File: src/rtl/h14tx_pkg.sv
// rtl/h14tx_pkg.sv - shared TMDS types, control tokens and symbol helpers
package h14tx_pkg;

  typedef logic [9:0]        symbol_t;
  typedef logic [7:0]        video_t;
  typedef logic signed [4:0] disp_t;

  localparam symbol_t CTRL_TOKEN_0 = 10'b1101010100;
  localparam symbol_t CTRL_TOKEN_1 = 10'b0010101011;
  localparam symbol_t CTRL_TOKEN_2 = 10'b0101010100;
  localparam symbol_t CTRL_TOKEN_3 = 10'b1010101011;

  typedef enum logic [1:0] {LOCK_SEARCH, LOCK_VERIFY, LOCK_LOCKED} tmds_lock_e;

  // Ones minus zeros over all ten bits, range -10..+10.
  function automatic disp_t tmds_disparity(symbol_t s);
    disp_t d;
    d = -5'sd10;
    for (int i = 0; i < 10; i++) begin
      if (s[i]) d = d + 5'sd2;
    end
    return d;
  endfunction

  function automatic video_t tmds_decode(symbol_t s);
    video_t d;
    video_t v;
    d    = s[9] ? ~s[7:0] : s[7:0];
    v[0] = d[0];
    for (int i = 1; i < 8; i++) begin
      v[i] = s[8] ? (d[i] ^ d[i-1]) : ~(d[i] ^ d[i-1]);
    end
    return v;
  endfunction

endpackage

File: src/rtl/h14tx_decoding_tmds_if.sv
// rtl/h14tx_decoding_tmds_if.sv - symbol input and decoded output bundle of the TMDS decoder
interface h14tx_decoding_tmds_if;
  import h14tx_pkg::*;

  symbol_t    symbol;
  video_t     video;
  logic [1:0] ctrl;
  logic       de;
  logic       disp_err;
  logic       locked;
  logic       bitslip;

  modport master (output symbol, input video, ctrl, de, disp_err, locked, bitslip);
  modport slave  (input symbol, output video, ctrl, de, disp_err, locked, bitslip);
endinterface

File: src/rtl/h14tx_decoding_tmds_lock.sv
// rtl/h14tx_decoding_tmds_lock.sv - word-lock FSM with slip timeout, token run and error counters
module h14tx_decoding_tmds_lock
  import h14tx_pkg::*;
#(
  parameter int LOCK_COUNT   = 8,
  parameter int SLIP_TIMEOUT = 1024,
  parameter int ERR_LIMIT    = 4
) (
  input  logic clk,
  input  logic rst_n,
  input  logic valid,
  input  logic is_ctrl,
  input  logic disp_err,
  output logic locked,
  output logic bitslip
);

  localparam logic [15:0] TMO_MAX = 16'(SLIP_TIMEOUT - 1);
  localparam logic [7:0]  RUN_MAX = 8'(LOCK_COUNT - 1);
  localparam logic [7:0]  ERR_MAX = 8'(ERR_LIMIT - 1);

  tmds_lock_e  state, state_d;
  logic [15:0] tmo, tmo_d;
  logic [7:0]  run, run_d;
  logic [7:0]  errs, errs_d;
  logic        bitslip_d;

  always_comb begin
    state_d   = state;
    tmo_d     = tmo;
    run_d     = run;
    errs_d    = errs;
    bitslip_d = 1'b0;
    case (state)
      LOCK_SEARCH: begin
        if (valid && is_ctrl) begin
          tmo_d   = '0;
          run_d   = 8'd1;
          state_d = (LOCK_COUNT <= 1) ? LOCK_LOCKED : LOCK_VERIFY;
        end else if (tmo == TMO_MAX) begin
          // Restarting the count doubles as settle time after the slip.
          bitslip_d = 1'b1;
          tmo_d     = '0;
        end else begin
          tmo_d = tmo + 16'd1;
        end
      end
      LOCK_VERIFY: begin
        if (valid && is_ctrl) begin
          run_d = run + 8'd1;
          if (run == RUN_MAX) state_d = LOCK_LOCKED;
        end else if (valid) begin
          state_d = LOCK_SEARCH;
          run_d   = '0;
          tmo_d   = '0;
        end
      end
      LOCK_LOCKED: begin
        if (valid && is_ctrl) begin
          errs_d = '0;
        end else if (valid && disp_err) begin
          if (errs == ERR_MAX) begin
            state_d = LOCK_SEARCH;
            errs_d  = '0;
            run_d   = '0;
            tmo_d   = '0;
          end else begin
            errs_d = errs + 8'd1;
          end
        end
      end
      default: state_d = LOCK_SEARCH;
    endcase
  end

  always_ff @(posedge clk or negedge rst_n) begin
    if (!rst_n) begin
      state   <= LOCK_SEARCH;
      tmo     <= '0;
      run     <= '0;
      errs    <= '0;
      locked  <= 1'b0;
      bitslip <= 1'b0;
    end else begin
      state   <= state_d;
      tmo     <= tmo_d;
      run     <= run_d;
      errs    <= errs_d;
      locked  <= (state_d == LOCK_LOCKED);
      bitslip <= bitslip_d;
    end
  end

endmodule

File: src/rtl/h14tx_decoding_tmds.sv
// rtl/h14tx_decoding_tmds.sv - two-stage TMDS symbol decoder with disparity check and word lock
// Optional saturating error counter port under H14TX_TMDS_ERR_CNT_EN.
module h14tx_decoding_tmds
  import h14tx_pkg::*;
#(
  parameter int LOCK_COUNT   = 8,
  parameter int SLIP_TIMEOUT = 1024,
  parameter int ERR_LIMIT    = 4,
  parameter int DISP_LIMIT   = 16
) (
  input  logic                  clk,
  input  logic                  rst_n,
  h14tx_decoding_tmds_if.slave  tmds
`ifdef H14TX_TMDS_ERR_CNT_EN
  ,
  output logic [15:0]           err_count
`endif
);

  logic       m_ctrl;
  logic [1:0] m_code;

  symbol_t    s1_sym;
  logic       s1_vld;
  logic       s1_ctrl;
  logic [1:0] s1_code;
  disp_t      s1_disp;

  logic signed [7:0] acc, acc_sum;
  logic              over, err_d;

  video_t     video_q;
  logic [1:0] ctrl_q;
  logic       de_q, disp_err_q, locked_q, bitslip_q;

  always_comb begin
    m_ctrl = 1'b1;
    m_code = 2'd0;
    case (tmds.symbol)
      CTRL_TOKEN_0: m_code = 2'd0;
      CTRL_TOKEN_1: m_code = 2'd1;
      CTRL_TOKEN_2: m_code = 2'd2;
      CTRL_TOKEN_3: m_code = 2'd3;
      default:      m_ctrl = 1'b0;
    endcase
  end

  // s1_vld keeps the all-zero reset contents of stage 1 from being decoded as data.
  always_ff @(posedge clk or negedge rst_n) begin
    if (!rst_n) begin
      s1_vld  <= 1'b0;
      s1_sym  <= '0;
      s1_ctrl <= 1'b0;
      s1_code <= '0;
      s1_disp <= '0;
    end else begin
      s1_vld  <= 1'b1;
      s1_sym  <= tmds.symbol;
      s1_ctrl <= m_ctrl;
      s1_code <= m_code;
      s1_disp <= tmds_disparity(tmds.symbol);
    end
  end

  assign acc_sum = acc + {{3{s1_disp[4]}}, s1_disp};
  assign over    = (acc_sum > DISP_LIMIT) || (acc_sum < -DISP_LIMIT);
  assign err_d   = s1_vld && !s1_ctrl && over;

  always_ff @(posedge clk or negedge rst_n) begin
    if (!rst_n) begin
      acc        <= '0;
      video_q    <= '0;
      ctrl_q     <= '0;
      de_q       <= 1'b0;
      disp_err_q <= 1'b0;
    end else if (s1_vld && s1_ctrl) begin
      acc        <= '0;
      video_q    <= '0;
      ctrl_q     <= s1_code;
      de_q       <= 1'b0;
      disp_err_q <= 1'b0;
    end else if (s1_vld) begin
      acc        <= over ? 8'sd0 : acc_sum;
      video_q    <= locked_q ? tmds_decode(s1_sym) : '0;
      de_q       <= locked_q;
      disp_err_q <= over;
    end else begin
      video_q    <= '0;
      de_q       <= 1'b0;
      disp_err_q <= 1'b0;
    end
  end

  h14tx_decoding_tmds_lock #(
    .LOCK_COUNT   (LOCK_COUNT),
    .SLIP_TIMEOUT (SLIP_TIMEOUT),
    .ERR_LIMIT    (ERR_LIMIT)
  ) u_lock (
    .clk      (clk),
    .rst_n    (rst_n),
    .valid    (s1_vld),
    .is_ctrl  (s1_ctrl),
    .disp_err (err_d),
    .locked   (locked_q),
    .bitslip  (bitslip_q)
  );

`ifdef H14TX_TMDS_ERR_CNT_EN
  always_ff @(posedge clk or negedge rst_n) begin
    if (!rst_n) begin
      err_count <= '0;
    end else if (err_d && (err_count != 16'hFFFF)) begin
      err_count <= err_count + 16'd1;
    end
  end
`endif

  assign tmds.video    = video_q;
  assign tmds.ctrl     = ctrl_q;
  assign tmds.de       = de_q;
  assign tmds.disp_err = disp_err_q;
  assign tmds.locked   = locked_q;
  assign tmds.bitslip  = bitslip_q;

endmodule

File: src/flat_wrapper.sv
// flat-port wrapper written by rule: the top's interface ports become plain ports
module h14tx_decoding_tmds_flat import h14tx_pkg::*;
#(
  parameter int LOCK_COUNT   = 8,
  parameter int SLIP_TIMEOUT = 1024,
  parameter int ERR_LIMIT    = 4,
  parameter int DISP_LIMIT   = 16
)
  (clk, rst_n, tmds_symbol, tmds_video, tmds_ctrl, tmds_de, tmds_disp_err, tmds_locked, tmds_bitslip);
  h14tx_decoding_tmds_if tmds_i ();
  input  logic clk;
  input  logic rst_n;
  input wire logic [$bits(tmds_i.symbol)-1:0] tmds_symbol;
  output wire logic [$bits(tmds_i.video)-1:0] tmds_video;
  output wire logic [$bits(tmds_i.ctrl)-1:0] tmds_ctrl;
  output wire logic [$bits(tmds_i.de)-1:0] tmds_de;
  output wire logic [$bits(tmds_i.disp_err)-1:0] tmds_disp_err;
  output wire logic [$bits(tmds_i.locked)-1:0] tmds_locked;
  output wire logic [$bits(tmds_i.bitslip)-1:0] tmds_bitslip;
  assign tmds_i.symbol = tmds_symbol;
  assign tmds_video = tmds_i.video;
  assign tmds_ctrl = tmds_i.ctrl;
  assign tmds_de = tmds_i.de;
  assign tmds_disp_err = tmds_i.disp_err;
  assign tmds_locked = tmds_i.locked;
  assign tmds_bitslip = tmds_i.bitslip;
  h14tx_decoding_tmds #(.LOCK_COUNT(LOCK_COUNT), .SLIP_TIMEOUT(SLIP_TIMEOUT), .ERR_LIMIT(ERR_LIMIT), .DISP_LIMIT(DISP_LIMIT)) u_core (.clk(clk), .rst_n(rst_n), .tmds(tmds_i));
endmodule
File: config.mk
export PLATFORM = sky130hd
export DESIGN_NAME = h14tx_decoding_tmds_flat
export DESIGN_NICKNAME = d
export VERILOG_FILES = /design/src/rtl/h14tx_pkg.sv /design/src/rtl/h14tx_decoding_tmds_if.sv /design/src/rtl/h14tx_decoding_tmds_lock.sv /design/src/rtl/h14tx_decoding_tmds.sv /design/src/flat_wrapper.sv
export SDC_FILE = /design/constraint.sdc
export NUM_CORES = 1
export LEC_CHECK = 0
export CAP_MARGIN = 20
export CORE_MARGIN = 2
export CORE_UTILIZATION = 55
export DETAILED_ROUTE_END_ITERATION = 7
export PLACE_DENSITY = 0.82
export SLEW_MARGIN = 20
export SYNTH_ARGS = -nofsm -noshare
export SYNTH_HDL_FRONTEND = slang
export SYNTH_SLANG_ARGS = --single-unit
File: constraint.sdc
create_clock -name clk -period 8.9 [get_ports clk]
set_input_delay 0.89 -clock clk [delete_from_list [all_inputs] [get_ports clk]]
set_output_delay 0.89 -clock clk [all_outputs]
set_load 0.005 [all_outputs]
After elaboration in Yosys (flattened, before gate mapping). Index checks and enable logic that the tools add are counted.

Output and inout bits: 14. Logic and storage cells: 136. Input bits: 12. Register bits: 75.

Multiplexer cells: 59. Add/sub/neg operators: 13. Reduce and logical (&&, ||, !) cells: 14. Equal/unequal tests: 17. Order comparisons: 2. Bitwise operators: 15.

Operators with widths (number): $mux 8 (16); $mux 16 (7); $pmux 16 s3 (1); $add 5x3->5 const B (9); $mux 5 (9); $pmux 8 s3 (1); $eq 10x10->1 const B (2); $add 16x1->16 const B (1); $add 8x1->8 const B (2); $eq 16x10->1 const B (1); $mux 1 (15); $mux 2 (7); $pmux 2 s3 (2); $reduce_and 6->1 (2); $eq 10x8->1 const B (1); $eq 10x9->1 const B (1); $add 8x8->8 (1); $eq 8x2->1 const B (1); $eq 8x3->1 const B (1); $gt 8x6->1 const B (1); $lt 8x5->1 const B (1); $ne 2x2->1 const B (4); $not 8->8 (1); $not 1->1 (7); other kinds (14) (26).

Depth between registers and ports, before layout.
Depth in word-level cells: 19. Gate-level depth with buffers: 19. Mapped depth without buffers: 19.

By module. A second synthesis with hierarchy kept.

Cell total of the unflattened synthesis: 484. Area, all modules: 4570.6 sq um.

Modules (own cells, without submodules): h14tx_decoding_tmds (cells each 253, seq. area each 925.9 sq um, instances 1, area an instance 2519.9 sq um); h14tx_decoding_tmds_lock (cells each 231, seq. area each 900.9 sq um, instances 1, area an instance 2050.7 sq um).

Worst setup path after synthesis. No wires, ideal clock.

Path type: in2reg. From: input tmds_symbol[0]. To: register u_core.s1_disp[2]. Stages: 16. Library setup time: 0.125 ns. Required time: 8.775 ns. Arrival time: 4.983 ns. Path buffers: 0. Setup slack: 3.792 ns. Cell sequence: inv_1 > fa_1 > xor2_1 > ha_1 > nand2b_1 > o221a_4 > ha_1 > mux2_4 > ha_1 > mux2_4 > ha_1 > mux2_4 > ha_1 > mux2_4 > ha_1 > mux2_2.

Longest elaborated chain between the ends: 19.

RTL lines: from (decl) (line flat_wrapper.sv:13) `input wire logic [$bits(tmds_i.symbol)-1:0] tmds_symbol;`; $mux 4 * (line h14tx_pkg.sv:20) `if (s[i]) d = d + 5'sd2;`; $add 5x3->5 (line h14tx_pkg.sv:20); $mux 5 * (line h14tx_pkg.sv:20); $add 5x3->5 (line h14tx_pkg.sv:20); $mux 5 * (line h14tx_pkg.sv:20); $add 5x3->5 (line h14tx_pkg.sv:20); $mux 5 * (line h14tx_pkg.sv:20); $add 5x3->5 (line h14tx_pkg.sv:20); [3 not listed]; $add 5x3->5 (line h14tx_pkg.sv:20); $mux 5 * (line h14tx_pkg.sv:20); $add 5x3->5 (line h14tx_pkg.sv:20); $mux 5 * (line h14tx_pkg.sv:20); $add 5x3->5 (line h14tx_pkg.sv:20); $mux 5 * (line h14tx_pkg.sv:20); $add 5x3->5 (line h14tx_pkg.sv:20); $mux 5 * (line h14tx_pkg.sv:20); to (signal assigned) (line h14tx_decoding_tmds.sv:61) `s1_disp <= tmds_disparity(tmds.symbol);`; to (decl) (line h14tx_decoding_tmds.sv:27) `disp_t s1_disp;`.

Mark *: on every way between the ends. The rest lies on a longest branch, timed or not. A chain may end at the register's enable or synchronous reset.

Final worst setup path. Same ends and word-level chain as after synthesis.

==> results.md <==
- Total CTS buffers: 9
- Syn_area_per_cell: approximately 9.6 um2
- Crit share post-route: 0.625
- Largest fanout on the critical path: 4
- GRT Residual Overflow: 0
- Total track usage: 0.223
- Final wirelength: 9100 um
- Combinational family with the most area after synthesis: simple AND/OR/NAND/NOR gates
- Clock share of power: 0.268
- Final GP Congestion: 0.847
- Internal power component: 724 uW
- Setup repair after global routing missed its margin: no
- Vias: 3475
- Worst Hold Slack: between 0.4 and 0.5 ns
- Fin cells: 585
- Unique masters post-synth: 66
- Critical path type: in -> reg
- Starting DRT DRC Count: between 100 and 150
- Die width: 93.2 um
- Worst Slack Setup Final: 3.34 ns
- Compound-Gate Fraction of Synth Area: 0.166
- First-pass GRT wire length: 15600 um
- Clock-pin slew on the worst setup and hold paths: 0.08 ns
- Post-synthesis cell count: 457
- Combinational share of power: 0.364
- Busiest grt layer: met2
- Warnings, synthesis: 0
- Pwr/cell area: 226 nW/um2
- Adder-cell share of the synthesized area: 0.0749
- Cell Area, Synth: around 4400 um2
- Slew HR: 0.382
- Synth Net Count: 494
- Port Buffers: 25
- Vias per cell: between 5 and 6
- Chip Height: 93.2 um
- Nets: 515
- Die area: about 8700 um2
- Final Setup Violations: 0
- FILL cells: about 620
- Placed cell count: 569
- Leakage power: ~2.2 nW
- Ys async rst share: 1.00
- Core area: between 7000 and 8000 um2
- Hold Buf Count CTS: 0
- Longest Clk Path Bufs: 2
- EDFF count, synth: 0
- Root Buffer: clkbuf_8
- Sequential Power Share: 0.369
- Max Clk Rate: ~180 MHz
- Fin crit period: 5.56 ns
- Ratio of cells with drive above 1 in the final layout: 0.0683
- DR DRC count: 0
- Seq/Total Area, Yosys: 0.418
- Vias in the first global route: around 3.5k
- DP Worst Slack: 2.96 ns
- Post-CTS setup buffer count: 0
- Hold crit path type: reg -> reg
- Final hold violation count: 0
- Sw power: between 300 and 400 uW
- CTS Sinks: 73
- Met1 GRT Util: 0.272
- Post-synth top flop: dfrtp_1
- M2 GR Usage: 0.383
- CTS HTree Levels: 3
- Starting Density: 0.566
- PostCTS Resize Cnt: 0
- Post-DP HPWL: 6590 um
- Skew final: 0.0104 ns
- Boundary pin count: 26
- Routing usage on met3: 0.0363
- DRT antenna net count: 0
- Layout Utilization: 0.635
- DP Area: 4680 um2
- Final Cell Area: between 4000 and 5000 um2
- Wire per inst: ~16 um
- Arrival time of the worst setup path: approximately 5.8 ns
- CTS tree: done
- Row count: 32
- Detailed Routing Iterations Pass 1: 5
- Initial antenna violation count: 0
- Max-Cap Viols: 0
- Worst slew pin tran: 0.927 ns
- Crit path capture type: flip-flop
- Synth Area in XOR/XNOR: 0.0732
- Largest net degree at the start of global routing: 74
- N_diodes: 0
- Max VDD drop: 0.122 mV
- Fin. max-slew vios: 0
- Post-synthesis simple-gate area fraction: 0.203
- Status: finished clean
- Setup TNS: 0 ns
- Design Power: 1.11 mW
- Area grow syn2layout: 12.1%
- Mux contribution to synthesized area: 0.0243
- Sw frac: 0.348
- Startpoint class of the critical path: primary input
- Worst skew pair latency: between 0.3 and 0.4 ns
- Critical Path RT: 9.13 ns
- Number of synthesized register bits: 73
-- flip-flops by register name, indices dropped and copies added (netlist names), 2 cells and up --
signal / count
u_core.u_lock.tmo: 16
u_core.tmds.ctrl: 2
u_core.u_lock.run: 8
u_core.s1_sym: 10
u_core.u_lock.state: 2
u_core.acc: 7
u_core.u_lock.errs: 8
u_core.s1_disp: 4
u_core.tmds.video: 8
u_core.s1_code: 2
-- cells by family (layout without fill, tap and decap cells) --
family | count (synthesis) | after routing
AOI/OAI and AO/OA | 102 | 102
adders and majority gates | 25 | 25
DFF | 73 | 73
xor gates and xnor gates | 35 | 35
muxes | 8 | 8
and+or+nand+nor | 172 | 172
buffers and inverters | 41 | 67
other | 1 | 1
-- cell usage in the layout (no fill, tap or decap), drive strengths merged, types with 8 or more instances in the layout --
| cell | synthesis | layout |
|---|---|---|
| dfrtp | 73 | 73 |
| nand2 | 46 | 46 |
| nor2 | 32 | 32 |
| xnor2 | 28 | 28 |
| inv | 24 | 24 |
| nand3 | 24 | 24 |
| clkdlybuf4s50 | 0 | 24 |
| ha | 23 | 23 |
| o21ai | 22 | 22 |
| a21oi | 13 | 13 |
| clkbuf | 10 | 10 |
| nor3 | 9 | 9 |
| o31ai | 9 | 9 |
| a31oi | 9 | 9 |
| nand2b | 8 | 8 |
| nand4 | 8 | 8 |
| or4 | 8 | 8 |
-- path summary, 6_finish.rpt --
kind | start | endpoint | slack (ns) | cells past startpoint
worst max-delay path | tmds_symbol[0] | u_core.s1_disp[2] | 3.34 | 17
worst max register to register | u_core.acc[1] | u_core.u_lock.errs[1] | 5.51 | 11
worst min register to register | u_core.s1_code[0] | u_core.tmds.ctrl[0] | 0.47 | 2
worst min-delay path | u_core.s1_code[0] | u_core.tmds.ctrl[0] | 0.47 | 2
min in group asynchronous | rst_n | u_core.u_lock.errs[5] | 0.74 | 2
max in group asynchronous | rst_n | u_core.s1_sym[4] | 7.53 | 2
-- per-layer routing --
layer	routed length (um)	vias up
li1	-	1681
met1	3980	1691
met2	4580	81
met3	340	22
met4	195	0
met5	0	-
-- power groups by stage --
stage | Clock, mW | Sequential [mW] | Combinational [mW]
2_1_floorplan | 0 | 0.406 | 0.319
3_3_place_gp | 0 | 0.414 | 0.375
3_5_place_dp | 0 | 0.415 | 0.403
4_1_cts | 0.300 | 0.409 | 0.404
5_1_grt | 0.315 | 0.414 | 0.454
6_report | 0.297 | 0.410 | 0.404
-- critical path, stage by stage --
cell and delay [ns]:
clkdlybuf4s50_1 0.54, inv_1 0.11, fa_1 0.62, xor2_1 0.24, ha_1 0.26, nand2b_1 0.15
o221a_4 0.14, ha_1 0.31, mux2_4 0.28, ha_1 0.29, mux2_4 0.27, ha_1 0.29
mux2_4 0.27, ha_1 0.30, mux2_4 0.28, ha_1 0.28, mux2_2 0.27
-- synth_stat cells (2+ instances only) --
| library cell | count | area share |
|---|---|---|
| nand2_1 | 46 | 0.039 |
| and4_1 | 2 | 0.0040 |
| nand3_1 | 24 | 0.027 |
| a31oi_1 | 9 | 0.013 |
| and3_1 | 7 | 0.010 |
| dfrtp_1 | 73 | 0.42 |
| o31ai_1 | 9 | 0.015 |
| clkbuf_1 | 10 | 0.0086 |
| and2_1 | 4 | 0.0057 |
| nor3_1 | 9 | 0.010 |
| buf_2 | 3 | 0.0034 |
| a221o_1 | 2 | 0.0046 |
| mux2_4 | 5 | 0.017 |
| nand4_1 | 8 | 0.011 |
| o21ai_0 | 21 | 0.024 |
| or4_1 | 7 | 0.012 |
| xor2_1 | 6 | 0.012 |
| nor4_1 | 2 | 0.0029 |
| o21a_1 | 4 | 0.0069 |
| o21bai_1 | 2 | 0.0034 |
| mux2i_1 | 2 | 0.0046 |
| a22o_1 | 4 | 0.0080 |
| nor2_1 | 32 | 0.027 |
| or2_2 | 4 | 0.0057 |
| o2bb2ai_1 | 7 | 0.014 |
| a21oi_1 | 13 | 0.015 |
| inv_1 | 24 | 0.021 |
| a21o_1 | 6 | 0.010 |
| xnor2_1 | 28 | 0.056 |
| a41oi_1 | 2 | 0.0040 |
| nand2b_1 | 8 | 0.011 |
| fa_1 | 2 | 0.0092 |
| o311ai_0 | 2 | 0.0040 |
| or3_1 | 4 | 0.0057 |
| nor3b_1 | 2 | 0.0034 |
| nor2b_1 | 3 | 0.0043 |
| o211ai_1 | 7 | 0.012 |
| o22ai_1 | 3 | 0.0043 |
| buf_6 | 2 | 0.0051 |
| ha_1 | 23 | 0.066 |
-- area by class of cell --
type,count,area [um2],share of cell area
Multi-Input combinational cell,343,2370,0.483
Tap cell,102,128,0.0260
Timing Repair Buffer,27,260,0.0531
Clock inverter,6,91.3,0.0186
Sequential cell,73,1830,0.372
Clock buffer,10,138,0.0281
Inverter,24,90.1,0.0184
No activity file was read; power rests on OpenSTA's default activity.
